===== src/rtl/dpll_pkg.sv =====
// Shared types and helpers for the DPLL lock-detection logic.
`timescale 1ns/1ps
package dpll_pkg;

   typedef enum logic [1:0] {
      IDLE    = 2'd0,
      ALIGN   = 2'd1,
      MEASURE = 2'd2
   } lock_state_t;

   // Output-clock cycles expected in one full measurement window.
   function automatic int expected_count(input int ratio, input int refs);
      return ratio * refs;
   endfunction

   // Magnitude of a signed value.
   function automatic logic signed [31:0] abs_s32(input logic signed [31:0] v);
      return (v < 0) ? -v : v;
   endfunction

endpackage


===== src/rtl/ref_edge_sync.sv =====
// Brings the reference clock into the clk domain as data and produces a
// single-cycle pulse for every reference rising edge.
`timescale 1ns/1ps
module ref_edge_sync (
   input  logic clk,
   input  logic rst_n,
   input  logic clk_ref,
   output logic ref_edge
);

   logic r_sync1;
   logic r_sync2;
   logic r_sync3;

   // Two-flop synchronizer followed by one history flop for edge detection.
   always_ff @(posedge clk or negedge rst_n) begin
      if (!rst_n) begin
         r_sync1 <= 1'b0;
         r_sync2 <= 1'b0;
         r_sync3 <= 1'b0;
      end else begin
         r_sync1 <= clk_ref;
         r_sync2 <= r_sync1;
         r_sync3 <= r_sync2;
      end
   end

   assign ref_edge = r_sync2 & ~r_sync3;

endmodule


===== src/rtl/freq_lock_detector.sv =====
// Frequency lock detector: counts clk cycles over WINDOW_REFS reference
// periods, compares against RATIO*WINDOW_REFS and keeps a hysteretic lock.
//
//   state   | meaning
//   --------+-----------------------------------------------------------
//   IDLE    | measurement off, counters cleared, not locked
//   ALIGN   | waiting for a reference edge to start the first window
//   MEASURE | counting cycles; windows close back-to-back on ref edges
`timescale 1ns/1ps
module freq_lock_detector
   import dpll_pkg::*;
#(
   parameter int RATIO        = 10,
   parameter int WINDOW_REFS  = 16,
   parameter int TOLERANCE    = 2,
   parameter int LOCK_COUNT   = 4,
   parameter int UNLOCK_COUNT = 2,
   parameter int CNT_W        = 16
) (
   input  logic                    clk,
   input  logic                    rst_n,
   input  logic                    clk_ref,
   input  logic                    enable,
   output logic                    locked,
   output logic                    meas_valid,
   output logic [CNT_W-1:0]        meas_count,
   output logic signed [CNT_W:0]   freq_err,
   output logic                    ref_lost
);

   localparam int EXPECTED = expected_count(RATIO, WINDOW_REFS);
   localparam int TIMEOUT  = 2 * EXPECTED;
   localparam int REF_W    = (WINDOW_REFS > 1) ? $clog2(WINDOW_REFS) : 1;
   localparam int GOOD_W   = $clog2(LOCK_COUNT + 1);
   localparam int BAD_W    = $clog2(UNLOCK_COUNT + 1);

   localparam logic [REF_W-1:0]        REF_LAST  = REF_W'(WINDOW_REFS - 1);
   localparam logic [CNT_W-1:0]        TIMEOUT_C = CNT_W'(TIMEOUT);
   localparam logic [GOOD_W-1:0]       GOOD_MAX  = GOOD_W'(LOCK_COUNT);
   localparam logic [BAD_W-1:0]        BAD_MAX   = BAD_W'(UNLOCK_COUNT);
   localparam logic signed [CNT_W:0]   EXP_S     = (CNT_W + 1)'(EXPECTED);

   lock_state_t             r_state;
   logic [CNT_W-1:0]        r_cycle_cnt;
   logic [REF_W-1:0]        r_ref_cnt;
   logic [GOOD_W-1:0]       r_good_cnt;
   logic [BAD_W-1:0]        r_bad_cnt;
   logic                    r_locked;
   logic                    r_meas_valid;
   logic [CNT_W-1:0]        r_meas_count;
   logic signed [CNT_W:0]   r_freq_err;
   logic                    r_ref_lost;

   logic                    w_ref_edge;
   logic signed [CNT_W:0]   w_err;
   logic signed [31:0]      w_abs;
   logic                    w_good;
   logic                    w_close;
   logic                    w_timeout;
   logic [GOOD_W-1:0]       w_good_nxt;
   logic [BAD_W-1:0]        w_bad_nxt;

   ref_edge_sync u_ref_edge_sync (
      .clk      (clk),
      .rst_n    (rst_n),
      .clk_ref  (clk_ref),
      .ref_edge (w_ref_edge)
   );

   assign w_err     = $signed({1'b0, r_cycle_cnt}) - EXP_S;
   assign w_abs     = abs_s32(32'(w_err));
   assign w_good    = (w_abs <= TOLERANCE);
   assign w_close   = (r_state == MEASURE) && w_ref_edge && (r_ref_cnt == REF_LAST);
   assign w_timeout = (r_cycle_cnt >= TIMEOUT_C);

   // Quality history after the window now closing; good and bad runs reset each other.
   always_comb begin
      w_good_nxt = '0;
      w_bad_nxt  = '0;
      if (w_good) begin
         w_good_nxt = (r_good_cnt == GOOD_MAX) ? GOOD_MAX : r_good_cnt + 1'b1;
      end else begin
         w_bad_nxt  = (r_bad_cnt == BAD_MAX) ? BAD_MAX : r_bad_cnt + 1'b1;
      end
   end

   // Measurement FSM with registered outputs; a window close beats a timeout.
   always_ff @(posedge clk or negedge rst_n) begin
      if (!rst_n) begin
         r_state      <= IDLE;
         r_cycle_cnt  <= '0;
         r_ref_cnt    <= '0;
         r_good_cnt   <= '0;
         r_bad_cnt    <= '0;
         r_locked     <= 1'b0;
         r_meas_valid <= 1'b0;
         r_meas_count <= '0;
         r_freq_err   <= '0;
         r_ref_lost   <= 1'b0;
      end else begin
         r_meas_valid <= 1'b0;
         if (!enable) begin
            r_state     <= IDLE;
            r_cycle_cnt <= '0;
            r_ref_cnt   <= '0;
            r_good_cnt  <= '0;
            r_bad_cnt   <= '0;
            r_locked    <= 1'b0;
            r_ref_lost  <= 1'b0;
         end else begin
            case (r_state)
               IDLE: begin
                  r_cycle_cnt <= '0;
                  r_ref_cnt   <= '0;
                  r_good_cnt  <= '0;
                  r_bad_cnt   <= '0;
                  r_locked    <= 1'b0;
                  r_state     <= ALIGN;
               end
               ALIGN: begin
                  if (w_ref_edge) begin
                     r_cycle_cnt <= CNT_W'(1);
                     r_ref_cnt   <= '0;
                     r_state     <= MEASURE;
                  end
               end
               MEASURE: begin
                  if (w_close) begin
                     r_meas_count <= r_cycle_cnt;
                     r_freq_err   <= w_err;
                     r_meas_valid <= 1'b1;
                     r_ref_lost   <= 1'b0;
                     r_good_cnt   <= w_good_nxt;
                     r_bad_cnt    <= w_bad_nxt;
                     if (w_good_nxt == GOOD_MAX) begin
                        r_locked <= 1'b1;
                     end else if (w_bad_nxt == BAD_MAX) begin
                        r_locked <= 1'b0;
                     end
                     r_cycle_cnt  <= CNT_W'(1);
                     r_ref_cnt    <= '0;
                  end else if (w_timeout) begin
                     r_ref_lost  <= 1'b1;
                     r_locked    <= 1'b0;
                     r_good_cnt  <= '0;
                     r_bad_cnt   <= '0;
                     r_cycle_cnt <= '0;
                     r_ref_cnt   <= '0;
                     r_state     <= ALIGN;
                  end else begin
                     if (r_cycle_cnt != '1) begin
                        r_cycle_cnt <= r_cycle_cnt + 1'b1;
                     end
                     if (w_ref_edge) begin
                        r_ref_cnt <= r_ref_cnt + 1'b1;
                     end
                  end
               end
               default: r_state <= IDLE;
            endcase
         end
      end
   end

   assign locked     = r_locked;
   assign meas_valid = r_meas_valid;
   assign meas_count = r_meas_count;
   assign freq_err   = r_freq_err;
   assign ref_lost   = r_ref_lost;

endmodule


===== config.mk =====
export PLATFORM = sky130hd
export DESIGN_NAME = freq_lock_detector
export DESIGN_NICKNAME = d
export VERILOG_FILES = /design/src/rtl/dpll_pkg.sv /design/src/rtl/ref_edge_sync.sv /design/src/rtl/freq_lock_detector.sv
export SDC_FILE = /design/constraint.sdc
export NUM_CORES = 1
export LEC_CHECK = 0
export CORE_MARGIN = 3
export CORE_UTILIZATION = 35
export CTS_CLUSTER_SIZE = 30
export DETAILED_ROUTE_END_ITERATION = 6
export GPL_ROUTABILITY_DRIVEN = 1
export MAX_ROUTING_LAYER = met4
export PLACE_DENSITY = 0.62
export SETUP_SLACK_MARGIN = 0.15
export SLEW_MARGIN = 10
export SYNTH_ARGS = -nofsm -noshare
export SYNTH_HDL_FRONTEND = slang
export SYNTH_SLANG_ARGS = --single-unit

===== constraint.sdc =====
create_clock -name clk -period 3.59 [get_ports clk]
set_input_delay 0.359 -clock clk [delete_from_list [all_inputs] [get_ports clk]]
set_output_delay 0.359 -clock clk [all_outputs]
set_load 0.01 [all_outputs]

==> results.sh, run 1 <==
export IMPL_maxCapViolations=0
export IMPL_clockBufferDepth=2
export IMPL_drtAntennaViolNets=0
export IMPL_arrival_ns=3.15
export IMPL_period_share=0.803
export IMPL_clk_pin_slew_worst_paths_ns=0.07
export IMPL_p_int_mw=1.10
export IMPL_synth_area_um2=3360
export IMPL_grt_max_degree=44
export IMPL_setup_violations_final=0
export IMPL_clock_root_buffer="clkbuf_8"
export IMPL_yosysMostFrequentCell="dfrtp_1"
export IMPL_ios=40
export IMPL_final_hold_viol_count=0
export IMPL_yosysSeqAreaShare=0.455
export IMPL_grt_pass1_wl_mm=12.2
export IMPL_ys_flop_type="dfrtp_1"
export IMPL_synthTopCellsByCount="dfrtp_1 (61), nand2_1 (39), o21ai_0 (36), nor2_1 (32), inv_1 (18)"
export IMPL_die_w_um=104
export IMPL_ys_ff_latch=61
export IMPL_synth_top_area_share=0.455
export IMPL_post_cts_buffers=0
export IMPL_fp_row_count=35
export IMPL_die_area_um2=10800
export IMPL_p_per_area_nw_per_um2=383
export IMPL_setup_slack_ns=0.706
export IMPL_yosys_top_cells_area="dfrtp_1 (45%), o21ai_0 (5.4%), ha_1 (5.2%), nand2_1 (4.4%), nor2_1 (3.6%)"
export IMPL_grt_pass1_vias=2533
export IMPL_antenna_found_initial=0
export IMPL_cp_required_ns=3.86
export IMPL_cts_sinks=61
export IMPL_worstSetupStartpoint="r_cycle_cnt[5]"
export IMPL_slew_viol_final=0
export IMPL_die_y_um=104
export IMPL_core_area_um2=9280
export IMPL_cp_start_kind="flop"
export IMPL_dr_pass1_iters=4
export IMPL_design_area_um2=3970
export IMPL_initial_core_util=0.362
export IMPL_nNetsFinal=397
export IMPL_drc=0
export IMPL_dpl_hpwl_mm=5.26
export IMPL_grt_use_total=0.144
export IMPL_rsz0062_at_grt="false"
export IMPL_clkPwrFrac=0.401
export IMPL_wirelength_mm=7.24
export IMPL_outcome="complete, no violations"
export IMPL_place_ws_ns=0.700
export IMPL_holdWs_ns=0.171
export IMPL_finalNonFillerCells=513
export IMPL_vias=2623
export IMPL_cts_hold_buf=0
export IMPL_leakage_nw=1.71
export IMPL_h_tree_depth=3
export IMPL_place_congestion=0.816
export IMPL_cts_tree="done"
export IMPL_hold_path_class="primary input to asynchronous set/reset pin"
export IMPL_crit_type="flop to flop"
export IMPL_drive_above_1_share=0.122
export IMPL_syn_nets=368
export IMPL_fin_util=0.428
export IMPL_yosys_warnings=0
export IMPL_seq_power_share=0.468
export IMPL_grt_overflow=0
export IMPL_placed_cells=497
export IMPL_place_area_um2=3770
export IMPL_fin_crit_ns=2.88
export IMPL_worstMarginPinSlew_ns=0.979
export IMPL_cts_resized=0
export IMPL_max_freq_mhz=347
export IMPL_totalPowerFinal_mw=1.52
export IMPL_r2r_cells=9
export IMPL_port_buffer_count=39
export IMPL_peakVddDrop_v=0.000227
export IMPL_syn_avg_cell_area_um2=9.59
export IMPL_drt_iter0_drc=156
export IMPL_r2r_end="r_good_cnt[0]"
export IMPL_r2r_setup_slack_ns=0.71
export IMPL_relSlewSlack=0.348
export IMPL_cp_end_kind="flop"
export IMPL_finalSetupTns_ns=0
export IMPL_cts_buffers=9
export IMPL_vias_per_cell=5.11
export IMPL_pwr_share_comb=0.130
export IMPL_synth_async_sr_flop_share=1.00
export IMPL_p_sw_mw=0.421
export IMPL_synth_cell_types=61
export IMPL_synth_edf_count=0
export IMPL_drt_wirelength_per_cell_um=14.1
export IMPL_cp_max_fo=17
export IMPL_skew_ns=0.00699
export IMPL_clk_insertion_delay_late_ns=0.34
export IMPL_switching_share=0.277
export IMPL_r2r_start="r_cycle_cnt[5]"
export IMPL_areaGrowthSynthToFinish_pct=18.2
export IMPL_yosys_area_top_type="dfrtp_1"
export IMPL_postSynthCellCount=350
export IMPL_diodes=0
## worst max path at each step
stage,depth (start not counted),slack (ns),endpoint
floorplan,11,0.82,r_bad_cnt[0]
global placement,9,0.80,r_bad_cnt[0]
detailed placement,9,0.70,r_bad_cnt[0]
CTS,9,0.67,r_good_cnt[0]
global route,9,0.48,r_good_cnt[0]
finish,9,0.71,r_good_cnt[0]
## sequential cells by signal, summed over array words and instances, names as in the netlist
signal and count:
freq_err 12, locked 1, meas_count 16, meas_valid 1, r_bad_cnt 2, r_cycle_cnt 16
r_good_cnt 3, r_ref_cnt 4, r_state 2, ref_lost 1, u_ref_edge_sync.r_sync1 1, u_ref_edge_sync.r_sync2 1
u_ref_edge_sync.r_sync3 1
## logic make-up (layout without fill, tap and decap cells)
family	after synthesis	count (layout)	synth area share
flip-flops	61	61	0.455
adder cells (fa/ha/maj)	14	14	0.0522
XOR/XNOR	13	13	0.0339
AND/OR/NAND/NOR	128	128	0.202
AO/OA/AOI/OAI	78	78	0.147
buffers and inverters	43	77	0.0693
multiplexers	13	13	0.0417
## critical path, stage by stage (launching register included)
cell,delay (ns)
dfrtp_1,0.63
inv_1,0.12
ha_1,0.27
or2b_2,0.35
and3_2,0.26
a31oi_1,0.17
o2111ai_1,0.18
nor4_4,0.49
nand3_2,0.17
o21ai_2,0.14
## metal layers
layer / up-vias / part of all wire / global-route usage
li1: 1287 / - / -
met1: 1255 / 0.47 / 0.182
met2: 66 / 0.45 / 0.210
met3: 15 / 0.059 / 0.0484
met4: 0 / 0.024 / 0.0608
met5: - / 0 / -
## layout make-up
cell class	count	area, µm²
Inverter	18	67.6
Tap cell	129	161
Timing Repair Buffer	43	415
Fill cell	937	5310
Clock inverter	6	62.6
Multi-Input combinational cell	246	1600
Sequential cell	61	1530
Clock buffer	10	138
## power groups by stage
stage	sequential (mW)	combinational, mW	clock [mW]
after floorplan	0.721	0.138	0
after global placement	0.724	0.195	0
after detailed placement	0.725	0.200	0
after CTS	0.712	0.201	0.630
after global routing	0.714	0.224	0.662
final	0.712	0.198	0.610
## layout by cell type (no fill, tap or decap), types with 7 or more instances in the layout
master,count
a21oi_1,8
clkbuf_8,10
clkdlybuf4s50_1,38
dfrtp_1,61
ha_1,14
inv_1,18
mux2_2,8
nand2_1,39
nand4_1,13
nor2_1,32
o21ai_0,36
xnor2_1,7
Note: power is estimated with default switching activity, not from simulation.
==> inputs of run 2 (changes only) <==
==> constraint.sdc (replaced) <==
create_clock -name clk -period 2.8 [get_ports clk]
set_input_delay 0.28 -clock clk [delete_from_list [all_inputs] [get_ports clk]]
set_output_delay 0.28 -clock clk [all_outputs]
set_load 0.01 [all_outputs]
==> results.sh, run 2 (synthesized netlist as in run 1, its figures left out) <==
export IMPL_areaGrowthSynthToFinish_pct=23.5
export IMPL_r2r_setup_slack_ns=0.31
export IMPL_r2r_cells=10
export IMPL_finalNonFillerCells=527
export IMPL_dr_pass1_iters=5
export IMPL_ios=40
export IMPL_placed_cells=505
export IMPL_cp_end_kind="flop"
export IMPL_grt_pass1_vias=2686
export IMPL_clk_insertion_delay_late_ns=0.34
export IMPL_rsz0062_at_grt="false"
export IMPL_maxCapViolations=0
export IMPL_r2r_start="r_cycle_cnt[5]"
export IMPL_setup_slack_ns=0.310
export IMPL_p_per_area_nw_per_um2=502
export IMPL_peakVddDrop_v=0.000268
export IMPL_place_congestion=0.783
export IMPL_vias_per_cell=5.09
export IMPL_die_w_um=104
export IMPL_nNetsFinal=411
export IMPL_worstMarginPinSlew_ns=1.07
export IMPL_die_area_um2=10800
export IMPL_cp_start_kind="flop"
export IMPL_path_buf_inv=2
export IMPL_leakage_nw=1.81
export IMPL_fp_row_count=35
export IMPL_fin_crit_ns=2.49
export IMPL_die_y_um=104
export IMPL_r2r_end="r_bad_cnt[1]"
export IMPL_multiInputGateArea_um2=1640
export IMPL_skew_ns=0.00674
export IMPL_cts_sinks=61
export IMPL_relSlewSlack=0.288
export IMPL_drt_iter0_drc=167
export IMPL_hold_path_class="primary input to asynchronous set/reset pin"
export IMPL_dpl_hpwl_mm=5.26
export IMPL_design_area_um2=4150
export IMPL_slowest_stage="dfrtp_1"
export IMPL_setup_violations_final=0
export IMPL_cts_tree="done"
export IMPL_clk_pin_slew_worst_paths_ns=0.07
export IMPL_place_area_um2=3830
export IMPL_clock_root_buffer="clkbuf_8"
export IMPL_slew_viol_final=0
export IMPL_grt_pass1_wl_mm=13.0
export IMPL_drtAntennaViolNets=0
export IMPL_path_cells="inv_1 > ha_1 > or2b_2 > and3_2 > a31oi_1 > o2111ai_1 > nor4_4 > buf_6 > nor3_2 > a22o_1"
export IMPL_path_delay_family="simple AND/OR/NAND/NOR gates"
export IMPL_totalPowerFinal_mw=2.08
export IMPL_grt_max_degree=49
export IMPL_outcome="complete, no violations"
export IMPL_drive_above_1_share=0.178
export IMPL_crit_type="flop to flop"
export IMPL_period_share=0.889
export IMPL_cp_required_ns=3.03
export IMPL_grt_overflow=0
export IMPL_finalSetupTns_ns=0
export IMPL_wirelength_mm=7.52
export IMPL_cts_buffers=9
export IMPL_critPathMaxStageDelay_ns=0.40
export IMPL_max_freq_mhz=402
export IMPL_core_area_um2=9280
export IMPL_seqCellArea_um2=1530
export IMPL_fillers=933
export IMPL_port_buffer_count=39
export IMPL_arrival_ns=2.72
export IMPL_drt_wirelength_per_cell_um=14.3
export IMPL_vias=2683
export IMPL_drc=0
export IMPL_antenna_found_initial=0
export IMPL_h_tree_depth=3
export IMPL_diodes=0
export IMPL_grt_use_total=0.150
export IMPL_clockBufferDepth=2
export IMPL_final_hold_viol_count=0
export IMPL_layout_cells_most_common="dfrtp_1"
export IMPL_cp_max_fo=5
export IMPL_final_cell_mix="dfrtp_1 (61), nand2_1 (39), clkdlybuf4s50_1 (38)"
export IMPL_place_ws_ns=0.161
export IMPL_initial_core_util=0.362
[run 2: power by group]
group	internal [mW]	total (mW)	leakage (nW)	switching, mW
Sequential	0.896	0.913	0.843	0.0170
Combinational	0.101	0.281	0.847	0.180
Clock	0.547	0.890	0.116	0.343
[run 2: area by class of cell]
| type | count | share of cell area |
|---|---|---|
| inverter | 18 | 0.0163 |
| tap | 129 | 0.0389 |
| clock buffer | 12 | 0.0374 |
| timing repair buffer | 57 | 0.126 |
| clock inverter | 4 | 0.0169 |
| multi-input combinational | 246 | 0.396 |
| sequential | 61 | 0.368 |
[run 2: metal layers]
metal / vias up / share of wire / track usage
met5: - / 0 / -
met4: 0 / 0.011 / 0.0475
met3: 13 / 0.054 / 0.0459
met2: 68 / 0.47 / 0.232
met1: 1298 / 0.47 / 0.188
li1: 1304 / - / -
[run 2: worst max-delay path by stage]
stage | from | to | cells after the start
2_1_floorplan | r_cycle_cnt[5] | r_bad_cnt[0] | 11
3_3_place_gp | r_cycle_cnt[0] | r_bad_cnt[0] | 9
3_5_place_dp | r_cycle_cnt[0] | r_bad_cnt[0] | 9
4_1_cts | r_cycle_cnt[0] | r_bad_cnt[1] | 10
5_1_grt | r_cycle_cnt[5] | r_bad_cnt[1] | 10
6_report | r_cycle_cnt[5] | r_bad_cnt[1] | 10
[run 2: worst register-to-register path, cell delays in order (launching register included)]
cell and delay (ns):
dfrtp_1 0.40, inv_1 0.07, ha_1 0.25, or2b_2 0.36, and3_2 0.27, a31oi_1 0.17, o2111ai_1 0.19, nor4_4 0.25
buf_6 0.17, nor3_2 0.05, a22o_1 0.19
[run 2: metrics by stage]
| stage | hold WS, ns | util |
|---|---|---|
| after CTS | 0.169 | 0.438 |
| after global routing | 0.215 | 0.447 |
| final | 0.133 | 0.447 |
| after global placement | 0.341 | 0.413 |
| after floorplan | -0.0156 | - |
| after detailed placement | 0.343 | 0.413 |
[run 2: what timing repair did]
action / in CTS / in global routing
hold buffers: 0 / 0
setup endpoints to repair: 4 / 15
endpoints found under the hold margin: 0 / 0
gates resized for setup: 3 / 11
pin swaps: 1 / 2
buffers inserted: 1 / 5
==> inputs of run 3 (changes only) <==
--- a/config.mk
+++ b/config.mk
@@ -11,8 +11,8 @@
 export DETAILED_ROUTE_END_ITERATION = 6
 export GPL_ROUTABILITY_DRIVEN = 1
 export MAX_ROUTING_LAYER = met4
-export PLACE_DENSITY = 0.62
 export SETUP_SLACK_MARGIN = 0.15
+export SKIP_CTS_REPAIR_TIMING = 1
 export SLEW_MARGIN = 10
 export SYNTH_ARGS = -nofsm -noshare
 export SYNTH_HDL_FRONTEND = slang
==> results.sh, run 3 (synthesized netlist as in run 1, its figures left out) <==
export IMPL_clk_insertion_delay_late_ns=0.34
export IMPL_multiInputGateArea_um2=1650
export IMPL_grt_max_degree=47
export IMPL_grt_pass1_vias=2587
export IMPL_r2r_cells=8
export IMPL_seqCellArea_um2=1530
export IMPL_diodes=0
export IMPL_clock_root_buffer="clkbuf_8"
export IMPL_cts_buffers=9
export IMPL_vias=2730
export IMPL_crit_type="flop to flop"
export IMPL_worstSetupStartpoint="r_cycle_cnt[12]"
export IMPL_port_buffer_count=39
export IMPL_r2r_start="r_cycle_cnt[12]"
export IMPL_wirelength_mm=7.45
export IMPL_pwr_share_comb=0.152
export IMPL_r2r_setup_slack_ns=0.23
export IMPL_max_freq_mhz=388
export IMPL_nNetsFinal=423
export IMPL_final_cell_mix="dfrtp_1 (58), nand2_1 (39), clkdlybuf4s50_1 (38)"
export IMPL_skew_ns=0.0108
export IMPL_grt_use_total=0.143
export IMPL_slowest_stage="dfrtp_1"
export IMPL_drt_iter0_drc=162
export IMPL_die_y_um=104
export IMPL_core_area_um2=9280
export IMPL_place_congestion=0.794
export IMPL_arrival_ns=2.80
export IMPL_finalSetupTns_ns=0
export IMPL_placed_cells=507
export IMPL_maxCapViolations=0
export IMPL_h_tree_depth=3
export IMPL_final_hold_viol_count=0
export IMPL_p_sw_mw=0.564
export IMPL_grt_pass1_wl_mm=12.4
export IMPL_drc=0
export IMPL_switching_share=0.280
export IMPL_fillers=921
export IMPL_cts_sinks=61
export IMPL_relSlewSlack=0.665
export IMPL_grtUsageMet2=0.220
export IMPL_areaGrowthSynthToFinish_pct=26.3
export IMPL_crit_top_cell="nor4_4"
export IMPL_clkPwrFrac=0.395
export IMPL_path_buf_inv=1
export IMPL_cp_start_kind="flop"
export IMPL_fin_crit_ns=2.57
export IMPL_worstMarginPinSlew_ns=0.502
export IMPL_slew_viol_final=0
export IMPL_die_w_um=104
export IMPL_crit_path_end="r_bad_cnt[0]"
export IMPL_clockBufferDepth=2
export IMPL_peakVddDrop_v=0.000360
export IMPL_initial_core_util=0.362
export IMPL_grt_busiest_layer="met2"
export IMPL_ios=40
export IMPL_met3_usage=0.0422
export IMPL_r2r_end="r_bad_cnt[0]"
export IMPL_rsz0062_at_grt="false"
export IMPL_cts_tree="done"
export IMPL_antenna_found_initial=0
export IMPL_drtAntennaViolNets=0
export IMPL_path_delay_family="simple AND/OR/NAND/NOR gates"
export IMPL_grt_overflow=0
export IMPL_leakage_nw=1.85
export IMPL_p_per_area_nw_per_um2=475
export IMPL_cp_end_kind="flop"
export IMPL_hold_path_class="flop to flop"
export IMPL_critPathMaxStageDelay_ns=0.48
export IMPL_setup_violations_final=0
export IMPL_seq_power_share=0.453
export IMPL_finalNonFillerCells=539
export IMPL_cp_num_cells=8
export IMPL_fp_row_count=35
export IMPL_clk_pin_slew_worst_paths_ns=0.07
export IMPL_grt_use_met1=0.183
export IMPL_dpl_hpwl_mm=5.28
export IMPL_die_area_um2=10800
export IMPL_dr_pass1_iters=4
export IMPL_period_share=0.920
export IMPL_cp_max_fo=7
export IMPL_vias_per_cell=5.06
export IMPL_outcome="complete, no violations"
export IMPL_p_int_mw=1.45
export IMPL_drive_above_1_share=0.210
export IMPL_cp_required_ns=3.03
export IMPL_layout_cells_most_common="dfrtp_1"
export IMPL_drt_wirelength_per_cell_um=13.8
export IMPL_path_cells="nor4_4 > and4_2 > mux2i_1 > o2111ai_2 > nor4_4 > buf_6 > nor3_2 > a22o_1"
-- run 3: stage by stage --
step / util / area, µm² / setup slack [ns] / hold slack, ns / power [mW]
after global routing: 0.457 / 4240 / 0.136 / 0.358 / 2.11
after CTS: 0.437 / 4060 / 0.143 / -0.0619 / 1.99
after detailed placement: 0.415 / 3860 / 0.162 / 0.312 / 1.19
final: 0.457 / 4240 / 0.225 / 0.349 / 2.01
after floorplan: - / 3360 / 0.165 / -0.0156 / 1.10
after global placement: 0.415 / 3860 / 0.221 / 0.313 / 1.18
-- run 3: per-layer routing --
layer  wire length (µm)  vias to the layer above
met3                358                        8
met4                 99                        0
li1                   -                     1336
met2               3420                       70
met5                  0                        -
met1               3570                     1316
-- run 3: area by class of cell --
class	count	area share
clock buffers	10	0.0325
clock inverters	6	0.0148
inverters	18	0.0165
multi-input cells	246	0.389
flip-flops and latches	61	0.361
well taps	129	0.0381
repair buffers	69	0.148
-- run 3: power by group through the flow --
stage                     Combinational (mW)  Sequential, mW  Clock (mW)
after floorplan                        0.176           0.925           0
after global placement                 0.255           0.928           0
after detailed placement               0.258           0.929           0
after CTS                              0.260           0.912       0.818
after global routing                   0.345           0.914       0.851
final                                  0.306           0.912       0.795
-- run 3: worst min path at each step --
stage                       startpoint                      end  depth (start not counted)
3_3_place_gp                     rst_n             freq_err[11]                          2
6_report       u_ref_edge_sync.r_sync1  u_ref_edge_sync.r_sync2                          0
4_1_cts                          rst_n              freq_err[9]                          2
5_1_grt        u_ref_edge_sync.r_sync1  u_ref_edge_sync.r_sync2                          0
3_5_place_dp                     rst_n              freq_err[9]                          2
2_1_floorplan                    rst_n             freq_err[10]                          0
-- run 3: worst reg2reg max path, stage by stage (launching register included) --
cell,delay [ns]
dfrtp_1,0.48
nor4_4,0.39
and4_2,0.39
mux2i_1,0.33
o2111ai_2,0.18
nor4_4,0.27
buf_6,0.17
nor3_2,0.05
a22o_1,0.19
